[src/rtl/dmem_bus_arbiter_if.sv]
// Bus bundle between the two data-memory masters, the arbiter and the memory/peripheral decode.
// The arbiter connects through the slave modport; the masters and the memory side use master.
interface dmem_bus_if #(
  parameter int unsigned ADDR_W = 32,
  parameter int unsigned DATA_W = 32
);
  logic              m0_req;
  logic              m0_wr;
  logic [ADDR_W-1:0] m0_addr;
  logic [DATA_W-1:0] m0_wdata;
  logic              m0_gnt;
  logic [DATA_W-1:0] m0_rdata;

  logic              m1_req;
  logic              m1_wr;
  logic              m1_lock;
  logic [ADDR_W-1:0] m1_addr;
  logic [DATA_W-1:0] m1_wdata;
  logic              m1_gnt;
  logic [DATA_W-1:0] m1_rdata;

  logic              mem_rd;
  logic              mem_wr;
  logic [ADDR_W-1:0] mem_addr;
  logic [DATA_W-1:0] mem_wdata;
  logic [DATA_W-1:0] mem_rdata;

  logic [1:0]        owner;

  modport slave (
    input  m0_req, m0_wr, m0_addr, m0_wdata,
    output m0_gnt, m0_rdata,
    input  m1_req, m1_wr, m1_lock, m1_addr, m1_wdata,
    output m1_gnt, m1_rdata,
    output mem_rd, mem_wr, mem_addr, mem_wdata,
    input  mem_rdata,
    output owner
  );

  modport master (
    output m0_req, m0_wr, m0_addr, m0_wdata,
    input  m0_gnt, m0_rdata,
    output m1_req, m1_wr, m1_lock, m1_addr, m1_wdata,
    input  m1_gnt, m1_rdata,
    input  mem_rd, mem_wr, mem_addr, mem_wdata,
    output mem_rdata,
    input  owner
  );
endinterface

[src/rtl/dmem_bus_arbiter.sv]
// Two-master data-memory bus arbiter: fixed priority to the CPU port (M0), with starvation
// protection and bounded locked bursts for the UART/DMA port (M1). Grants are same-cycle.
module dmem_bus_arbiter #(
  parameter int unsigned ADDR_W     = 32,
  parameter int unsigned DATA_W     = 32,
  parameter int unsigned STARVE_MAX = 4,
  parameter int unsigned MAX_BURST  = 8
) (
  input logic       clk,
  input logic       reset,
  dmem_bus_if.slave bus
);

  localparam int unsigned SW = $clog2(STARVE_MAX + 1);
  localparam int unsigned BW = $clog2(MAX_BURST + 1);

  typedef enum logic [1:0] {
    IDLE = 2'd0,
    OWN0 = 2'd1,
    OWN1 = 2'd2
  } state_t;

  state_t        state;
  logic [SW-1:0] starve_cnt;
  logic [BW-1:0] burst_cnt;
  logic          lock_q;
  logic [1:0]    owner_q;

  logic gnt0_c;
  logic gnt1_c;
  logic burst_hold_c;
  logic starved_c;

  assign burst_hold_c = (state == OWN1) && bus.m1_req && lock_q && (burst_cnt < BW'(MAX_BURST));
  assign starved_c    = (starve_cnt == SW'(STARVE_MAX)) && bus.m1_req;

  // Priority: locked burst, starvation rescue, M0, M1; nothing granted while in reset.
  always_comb begin
    gnt0_c = 1'b0;
    gnt1_c = 1'b0;
    if (reset) begin
      if (burst_hold_c || starved_c) begin
        gnt1_c = 1'b1;
      end else if (bus.m0_req) begin
        gnt0_c = 1'b1;
      end else if (bus.m1_req) begin
        gnt1_c = 1'b1;
      end
    end
  end

  // Bus mux; an idle bus is driven to all zeros.
  always_comb begin
    bus.mem_rd    = 1'b0;
    bus.mem_wr    = 1'b0;
    bus.mem_addr  = '0;
    bus.mem_wdata = '0;
    bus.m0_rdata  = '0;
    bus.m1_rdata  = '0;
    if (gnt0_c) begin
      bus.mem_rd    = ~bus.m0_wr;
      bus.mem_wr    = bus.m0_wr;
      bus.mem_addr  = bus.m0_addr;
      bus.mem_wdata = bus.m0_wdata;
      bus.m0_rdata  = bus.mem_rdata;
    end else if (gnt1_c) begin
      bus.mem_rd    = ~bus.m1_wr;
      bus.mem_wr    = bus.m1_wr;
      bus.mem_addr  = bus.m1_addr;
      bus.mem_wdata = bus.m1_wdata;
      bus.m1_rdata  = bus.mem_rdata;
    end
  end

  assign bus.m0_gnt = gnt0_c;
  assign bus.m1_gnt = gnt1_c;
  assign bus.owner  = owner_q;

  always_ff @(posedge clk) begin
    if (!reset) begin
      state      <= IDLE;
      starve_cnt <= '0;
      burst_cnt  <= '0;
      lock_q     <= 1'b0;
      owner_q    <= 2'b00;
    end else begin
      if (gnt0_c) begin
        state   <= OWN0;
        owner_q <= 2'b01;
      end else if (gnt1_c) begin
        state   <= OWN1;
        owner_q <= 2'b10;
      end else begin
        state   <= IDLE;
        owner_q <= 2'b00;
      end

      if (bus.m1_req && !gnt1_c) begin
        if (starve_cnt != SW'(STARVE_MAX)) starve_cnt <= starve_cnt + SW'(1);
      end else begin
        starve_cnt <= '0;
      end

      // Saturates at MAX_BURST so the lock stays ignored until M1 loses the bus once.
      if (gnt1_c) begin
        if (state != OWN1)                     burst_cnt <= BW'(1);
        else if (burst_cnt != BW'(MAX_BURST)) burst_cnt <= burst_cnt + BW'(1);
      end else begin
        burst_cnt <= '0;
      end

      lock_q <= gnt1_c & bus.m1_lock;
    end
  end

endmodule

[src/flat_wrapper.sv]
// flat-port wrapper written by rule: the top's interface ports become plain ports
module dmem_bus_arbiter_flat 
#(
  parameter int unsigned ADDR_W     = 32,
  parameter int unsigned DATA_W     = 32,
  parameter int unsigned STARVE_MAX = 4,
  parameter int unsigned MAX_BURST  = 8
)
  (clk, reset, bus_m0_req, bus_m0_wr, bus_m0_addr, bus_m0_wdata, bus_m0_gnt, bus_m0_rdata, bus_m1_req, bus_m1_wr, bus_m1_lock, bus_m1_addr, bus_m1_wdata, bus_m1_gnt, bus_m1_rdata, bus_mem_rd, bus_mem_wr, bus_mem_addr, bus_mem_wdata, bus_mem_rdata, bus_owner);
  dmem_bus_if #(.ADDR_W(ADDR_W), .DATA_W(DATA_W)) bus_i ();
  input logic clk;
  input logic reset;
  input wire logic [$bits(bus_i.m0_req)-1:0] bus_m0_req;
  input wire logic [$bits(bus_i.m0_wr)-1:0] bus_m0_wr;
  input wire logic [$bits(bus_i.m0_addr)-1:0] bus_m0_addr;
  input wire logic [$bits(bus_i.m0_wdata)-1:0] bus_m0_wdata;
  output wire logic [$bits(bus_i.m0_gnt)-1:0] bus_m0_gnt;
  output wire logic [$bits(bus_i.m0_rdata)-1:0] bus_m0_rdata;
  input wire logic [$bits(bus_i.m1_req)-1:0] bus_m1_req;
  input wire logic [$bits(bus_i.m1_wr)-1:0] bus_m1_wr;
  input wire logic [$bits(bus_i.m1_lock)-1:0] bus_m1_lock;
  input wire logic [$bits(bus_i.m1_addr)-1:0] bus_m1_addr;
  input wire logic [$bits(bus_i.m1_wdata)-1:0] bus_m1_wdata;
  output wire logic [$bits(bus_i.m1_gnt)-1:0] bus_m1_gnt;
  output wire logic [$bits(bus_i.m1_rdata)-1:0] bus_m1_rdata;
  output wire logic [$bits(bus_i.mem_rd)-1:0] bus_mem_rd;
  output wire logic [$bits(bus_i.mem_wr)-1:0] bus_mem_wr;
  output wire logic [$bits(bus_i.mem_addr)-1:0] bus_mem_addr;
  output wire logic [$bits(bus_i.mem_wdata)-1:0] bus_mem_wdata;
  input wire logic [$bits(bus_i.mem_rdata)-1:0] bus_mem_rdata;
  output wire logic [$bits(bus_i.owner)-1:0] bus_owner;
  assign bus_i.m0_req = bus_m0_req;
  assign bus_i.m0_wr = bus_m0_wr;
  assign bus_i.m0_addr = bus_m0_addr;
  assign bus_i.m0_wdata = bus_m0_wdata;
  assign bus_m0_gnt = bus_i.m0_gnt;
  assign bus_m0_rdata = bus_i.m0_rdata;
  assign bus_i.m1_req = bus_m1_req;
  assign bus_i.m1_wr = bus_m1_wr;
  assign bus_i.m1_lock = bus_m1_lock;
  assign bus_i.m1_addr = bus_m1_addr;
  assign bus_i.m1_wdata = bus_m1_wdata;
  assign bus_m1_gnt = bus_i.m1_gnt;
  assign bus_m1_rdata = bus_i.m1_rdata;
  assign bus_mem_rd = bus_i.mem_rd;
  assign bus_mem_wr = bus_i.mem_wr;
  assign bus_mem_addr = bus_i.mem_addr;
  assign bus_mem_wdata = bus_i.mem_wdata;
  assign bus_i.mem_rdata = bus_mem_rdata;
  assign bus_owner = bus_i.owner;
  dmem_bus_arbiter #(.ADDR_W(ADDR_W), .DATA_W(DATA_W), .STARVE_MAX(STARVE_MAX), .MAX_BURST(MAX_BURST)) u_core (.clk(clk), .reset(reset), .bus(bus_i));
endmodule
[config.mk]
export PLATFORM = sky130hd
export DESIGN_NAME = dmem_bus_arbiter_flat
export DESIGN_NICKNAME = d
export VERILOG_FILES = /design/src/rtl/dmem_bus_arbiter_if.sv /design/src/rtl/dmem_bus_arbiter.sv /design/src/flat_wrapper.sv
export SDC_FILE = /design/constraint.sdc
export NUM_CORES = 1
export LEC_CHECK = 0
export ABC_AREA = 1
export BUFFER_PORTS_ARGS = -buffer_cell sky130_fd_sc_hd__buf_2
export CORE_AREA = 2 2 116 118
export DETAILED_ROUTE_END_ITERATION = 8
export DIE_AREA = 0 0 118 120
export SYNTH_ARGS = -nofsm -noshare
export SYNTH_HDL_FRONTEND = slang
export SYNTH_SLANG_ARGS = --single-unit
[constraint.sdc]
create_clock -name clk -period 1.8 [get_ports clk]
set_clock_uncertainty 0.2 [all_clocks]
set_input_delay 0.09 -clock clk [delete_from_list [all_inputs] [get_ports clk]]
set_output_delay 0.09 -clock clk [all_outputs]
set_load 0.03 [all_outputs]
---- Word-level counts from Yosys, hierarchy flattened ----
Index checks and enable logic that the tools add are counted.
storage, ports and cells
  word-level logic and storage cells ...... 53
  flip-flop bits (word level) ............. 10
  input port bits ......................... 167
  output and inout port bits .............. 134
operators by class
  bitwise gates (word level) .............. 5
  $lt $le $gt $ge ......................... 1
  $add $sub $neg .......................... 2
  reduce and logical (&&, ||, !) cells .... 12
  mux-type cells .......................... 22
  equal/unequal tests ..................... 5
operators by type and width
  cell                                                number
  two-way mux 32 bit                                  7
  two-way mux 1 bit                                   14
  logical AND 1 bit                                   5
  adder 4 x 1 -> 4 bit (second input constant)        1
  less-than comparator 4 bit (second input constant)  1
  inequality test 4 bit (second input constant)       1
  inverter 1 bit                                      4
  AND reduction 2 bit                                 2
  adder 3 x 1 -> 3 bit (second input constant)        1
  equality test 3 bit (second input constant)         1
  inequality test 3 bit (second input constant)       1
  OR reduction 3 bit                                  1
  equality test 2 bit (second input constant)         1
  two-way mux 2 bit                                   1
  inequality test 2 bit (second input constant)       1
  nonzero test 2 bit                                  1
  OR reduction 2 bit                                  1
  bitwise AND 1 bit                                   1
  logical NOT 1 bit                                   1
  logical OR 1 bit                                    1

---- Depth between registers and ports, before layout ----
  word-level depth ........................ 10
  mapped depth ............................ 9

---- Least setup slack after synthesis ----
No wires, ideal clock.
  path type ............................... register -> output
  start point ............................. register u_core.state[1]
  end point ............................... output port bus_m1_rdata[23]
  arrival time ............................ 1.572 ns
  slack ................................... -0.062 ns
  data required time ...................... 1.510 ns
  path buffers ............................ 1
  cell stages (with the launch flop) ...... 8
  path through ............................ dfxtp_1 > inv_1 > nor2_4 > nand2_2 > nand3_2 > nand2_2 > buf_2 > nor2_1
between the ends
  cells in the longest elaborated chain, start to end .. 9
  elaborated cells between the ends (all ways) .. 11
ends and longest elaborated chain
  item                                line                    text
  start: declaration                  dmem_bus_arbiter.sv:23  state_t state;
  start signal: assignment            dmem_bus_arbiter.sv:81  state <= IDLE;
  start signal: assignment            dmem_bus_arbiter.sv:88  state <= OWN0;
  start signal: assignment            dmem_bus_arbiter.sv:91  state <= OWN1;
  equality test 2 bit (*)             dmem_bus_arbiter.sv:34  assign burst_hold_c = (state == OWN1) && bus.m1_req && lock_q && (burst_cnt < BW'(MAX_BURST));
  logical AND 1 bit (*) (3 in a row)  dmem_bus_arbiter.sv:34
  logical OR 1 bit (*)                dmem_bus_arbiter.sv:42  if (burst_hold_c || starved_c) begin
  two-way mux 1 bit                   dmem_bus_arbiter.sv:42
  two-way mux 1 bit                   dmem_bus_arbiter.sv:41  if (reset) begin
  two-way mux 32 bit                  dmem_bus_arbiter.sv:66  end else if (gnt1_c) begin
  two-way mux 32 bit (*)              dmem_bus_arbiter.sv:60  if (gnt0_c) begin
  end: declaration                    flat_wrapper.sv:25      output wire logic [$bits(bus_i.m1_rdata)-1:0] bus_m1_rdata;
Mark *: on every way between the ends. The rest lies on a longest branch, timed or not.

---- Final worst setup path ----
  start point ............................. register u_core.starve_cnt[1]
  end point ............................... output port bus_m0_rdata[16]
between the ends
  cells in the longest elaborated chain, start to end .. 6
ends and longest elaborated chain
  item                      line                    text
  start: declaration        dmem_bus_arbiter.sv:24  logic [SW-1:0] starve_cnt;
  start signal: assignment  dmem_bus_arbiter.sv:99  if (starve_cnt != SW'(STARVE_MAX)) starve_cnt <= starve_cnt + SW'(1);
  equality test 3 bit       dmem_bus_arbiter.sv:35  assign starved_c = (starve_cnt == SW'(STARVE_MAX)) && bus.m1_req;
  logical AND 1 bit         dmem_bus_arbiter.sv:35
  logical OR 1 bit          dmem_bus_arbiter.sv:42
  two-way mux 1 bit         dmem_bus_arbiter.sv:42
  two-way mux 1 bit         dmem_bus_arbiter.sv:41
  two-way mux 32 bit        dmem_bus_arbiter.sv:60
  end: declaration          flat_wrapper.sv:18      output wire logic [$bits(bus_i.m0_rdata)-1:0] bus_m0_rdata;
No other way between the ends.

==> results by group <==
Outcome
  – Status: complete, but fails checks
  – Failing checks: setup timing

Setup path
  – Kind of critical path: flip-flop to primary output
  – R2r startpoint: u_core.starve_cnt[1]$_SDFFE_PN0P_
  – Crit Path Max Fanout: 6
  – FF-to-FF path depth: 9
  – Most used cell, CP: nand2_4
  – Crit-path slowest cell: dfxtp_2
  – R2R setup slack: roughly 180 ps
  – Crit path capture type: primary output
  – Slowest cell delay on critical path: between 300 and 400 ps
  – Buf+Inv Stages, Crit Path: 4
  – Setup crit start kind: flip-flop
  – CP delay by family, top: buffers and inverters
  – Critical path arrival: 1620 ps
  – Worst-path cell chain: inv_2 > ha_4 > nand2_4 > nand2_4 > nand2_4 > buf_6 > nand2_8 > clkbuf_16 > nor2_2 > buf_6
  – Reg2reg end: u_core.starve_cnt[1]$_SDFFE_PN0P_
  – CP required: 1510 ps

Run
  – Max cap viols: 0

Timing
  – Final worst path period need: 1910 ps
  – Fin worst setup slack: -108 ps
  – Relative slew slack: 0.788
  – Final setup viols: 132
  – Slew @ Worst Pin: 318 ps
  – Max Fclk: between 0.5 and 0.6 GHz
  – Final Hold Fails: 0
  – Period utilization: 1.06
  – Final count of pins violating max slew: 0
  – RSZ-0062 raised after global routing: true

Synthesis
  – Synth Area per Inst: between 5 and 6 µm²
  – Yosys cell types: 21
  – Sequential area share after synthesis: 0.0980
  – Net Count, Synth: between 500 and 600
  – Yosys top cell by area: nand3_1
  – Yosys warns: 0
  – Mapped Cells: between 300 and 400
  – #FFs+latches synth: 10
  – Post-synth top area share: 0.306
  – Synth top area cells: nand3_1 31%, nand2_1 14%, nor2_1 13%, dfxtp_1 9.8%, inv_1 8.8%
  – Syn Std Cell Area: around 0.002 mm²

Pwr
  – Pwr Density: around 350 mW/mm²
  – Power, Total: 1800 µW
  – Leak: about 0.0029 µW
  – Maximum vdd drop: 0.197 mV

Die
  – Core area: around 0.013 mm²
  – Die Footprint: between 0.01 and 0.015 mm²
  – Die W: 118 µm
  – IO Count: about 300
  – Initial core utilization: 0.157
  – Cell Rows: 42
  – Die height: ~120 µm

Route
  – Pre-antenna DRT Iters: 5
  – Final wirelength: about 13,000 µm
  – Via count: between 3,000 and 4,000
  – Drt wl/cell: around 15 µm
  – Residual DRC: 0
  – DRT iter0 DRCs: between 100 and 150
  – DRT antenna net count: 0
  – Vias per std cell: approximately 4.3

Final layout
  – Final core area utilization: 0.397
  – Synth-to-Final Area Change: 152%
  – Layout cells sized above 1: 0.608
  – Diode count: 0
  – Fin nets: approximately 880
  – Commonest non-fill, non-tap cell in the layout: buf_2
  – Most frequent cells in the layout: 195 x buf_2, 114 x nand3_1, 105 x buf_6

Clocking
  – Reg clk slew, reported paths: 40 ps
  – CTS sink count: 10
  – Clock latency on the worst-skew pair: 230 ps
  – TritonCTS Buffers: 3
  – Worst-case clock buffer depth: 2
  – CTS tree: yes
  – Root buffer cell: clkbuf_16
  – H-tree Lvls: 1

Global route
  – First-pass GRT wire length: 17,800 µm
  – Initial antenna violation count: 1
  – Number of global-route vias before repair: 3,493
  – GRT Total Usage: 0.152
  – Total congestion overflow: 0
  – Largest net degree at the start of global routing: 67

Placement
  – PortBufs: 300
  – GPL Wtd Cong: ~0.78
  – Post-DP HPWL: 8710 µm

Worst hold path
  – Hold path endpoint: u_core.starve_cnt[1]$_SDFFE_PN0P_
  – Min-delay worst type: input port to flip-flop
  – Hold Path Stages: 3
  – Hold_sp: reset
worst register-to-register path, cell delays in order, from the launching register on:
cell and delay, ps:
dfxtp_2 320, inv_2 70, ha_4 140, nand2_4 60, buf_4 130, buf_4 120
buf_4 130, o21ai_0 140, inv_1 60, nor3_1 160
cell families after synthesis:
logic type,count (synthesis),share of synthesized area
AOI/OAI and AO/OA,4,0.00980
xor gates and xnor gates,2,0.00858
adders and majority gates,4,0.0245
buffers and inverters,84,0.197
DFF,10,0.0980
and+or+nand+nor,293,0.662
registers in the layout (all words and copies together), names as in the netlist:
name               count
u_core.burst_cnt       4
u_core.starve_cnt      3
u_core.state           2
u_core.lock_q          1
cell type report:
class                           instances  area [µm²]
Timing Repair Buffer                  338        2730
Sequential cell                        10         204
Clock buffer                            3        75.1
Tap cell                              176         220
Inverter                               50         188
Multi-Input combinational cell        303        1740
Fill cell                            1315        7830
Yosys cell counts:
master and instances:
buf_8 1, nor2_1 72, buf_4 6, nand3_1 125, clkbuf_1 5, ha_1 4, inv_2 2, o21ai_0 3
dfxtp_1 10, nand3b_1 1, buf_6 4, xor2_1 2, inv_1 48, a21oi_1 1, nand2_2 4, nor2_4 1
nand2_1 75, nor3_1 3, buf_2 18, nand3_2 11, or2_2 1
metal layers:
metal | global-route usage | vias to the layer above | routed length (µm)
li1 | - | 1876 | -
met1 | 0.183 | 1706 | 5030
met2 | 0.285 | 204 | 6540
met3 | 0.0280 | 6 | 1150
met4 | 0.0226 | 2 | 61
met5 | 0 | - | 13
power by group:
part	internal (µW)	switching, µW
registers	228	3.47
clock network	287	88.4
logic	513	678
total	1030	770
metrics by stage:
stage	TNS, ps	std cells	cell area, µm²	hold WS (ps)	setup slack (ps)
after global placement	-188	853	3800	117	-86.2
after detailed placement	-580	853	3800	115	-96.3
after CTS	-11680	871	4550	18.4	-124
after global routing	-18500	880	5150	54.9	-181
after floorplan	-1740	397	2110	2.22	-62.3
final	-9080	880	5150	20.2	-108
how the worst max path moves through the flow:
stage | start | to | cells past startpoint
after floorplan | u_core.state[1]$_SDFF_PP0_ | bus_m1_rdata[23] | 7
after global placement | u_core.starve_cnt[0]$_SDFFE_PN0P_ | bus_mem_addr[4] | 9
after detailed placement | u_core.starve_cnt[0]$_SDFFE_PN0P_ | bus_mem_addr[4] | 9
after CTS | u_core.state[1]$_SDFF_PP0_ | bus_mem_addr[15] | 11
after global routing | u_core.starve_cnt[1]$_SDFFE_PN0P_ | bus_m1_rdata[15] | 8
final | u_core.starve_cnt[1]$_SDFFE_PN0P_ | bus_m0_rdata[16] | 10
what timing repair did:
| item | CTS | global route |
|---|---|---|
| hold buffers | 1 | 0 |
| pin swaps | 12 | 7 |
| setup endpoints to repair | 132 | 132 |
| setup buffers | 10 | 3 |
| cloned | 4 | 8 |
| resized for setup | 163 | 131 |
| hold endpoints to repair | 1 | 0 |
Note: power is estimated with default switching activity, not from simulation.
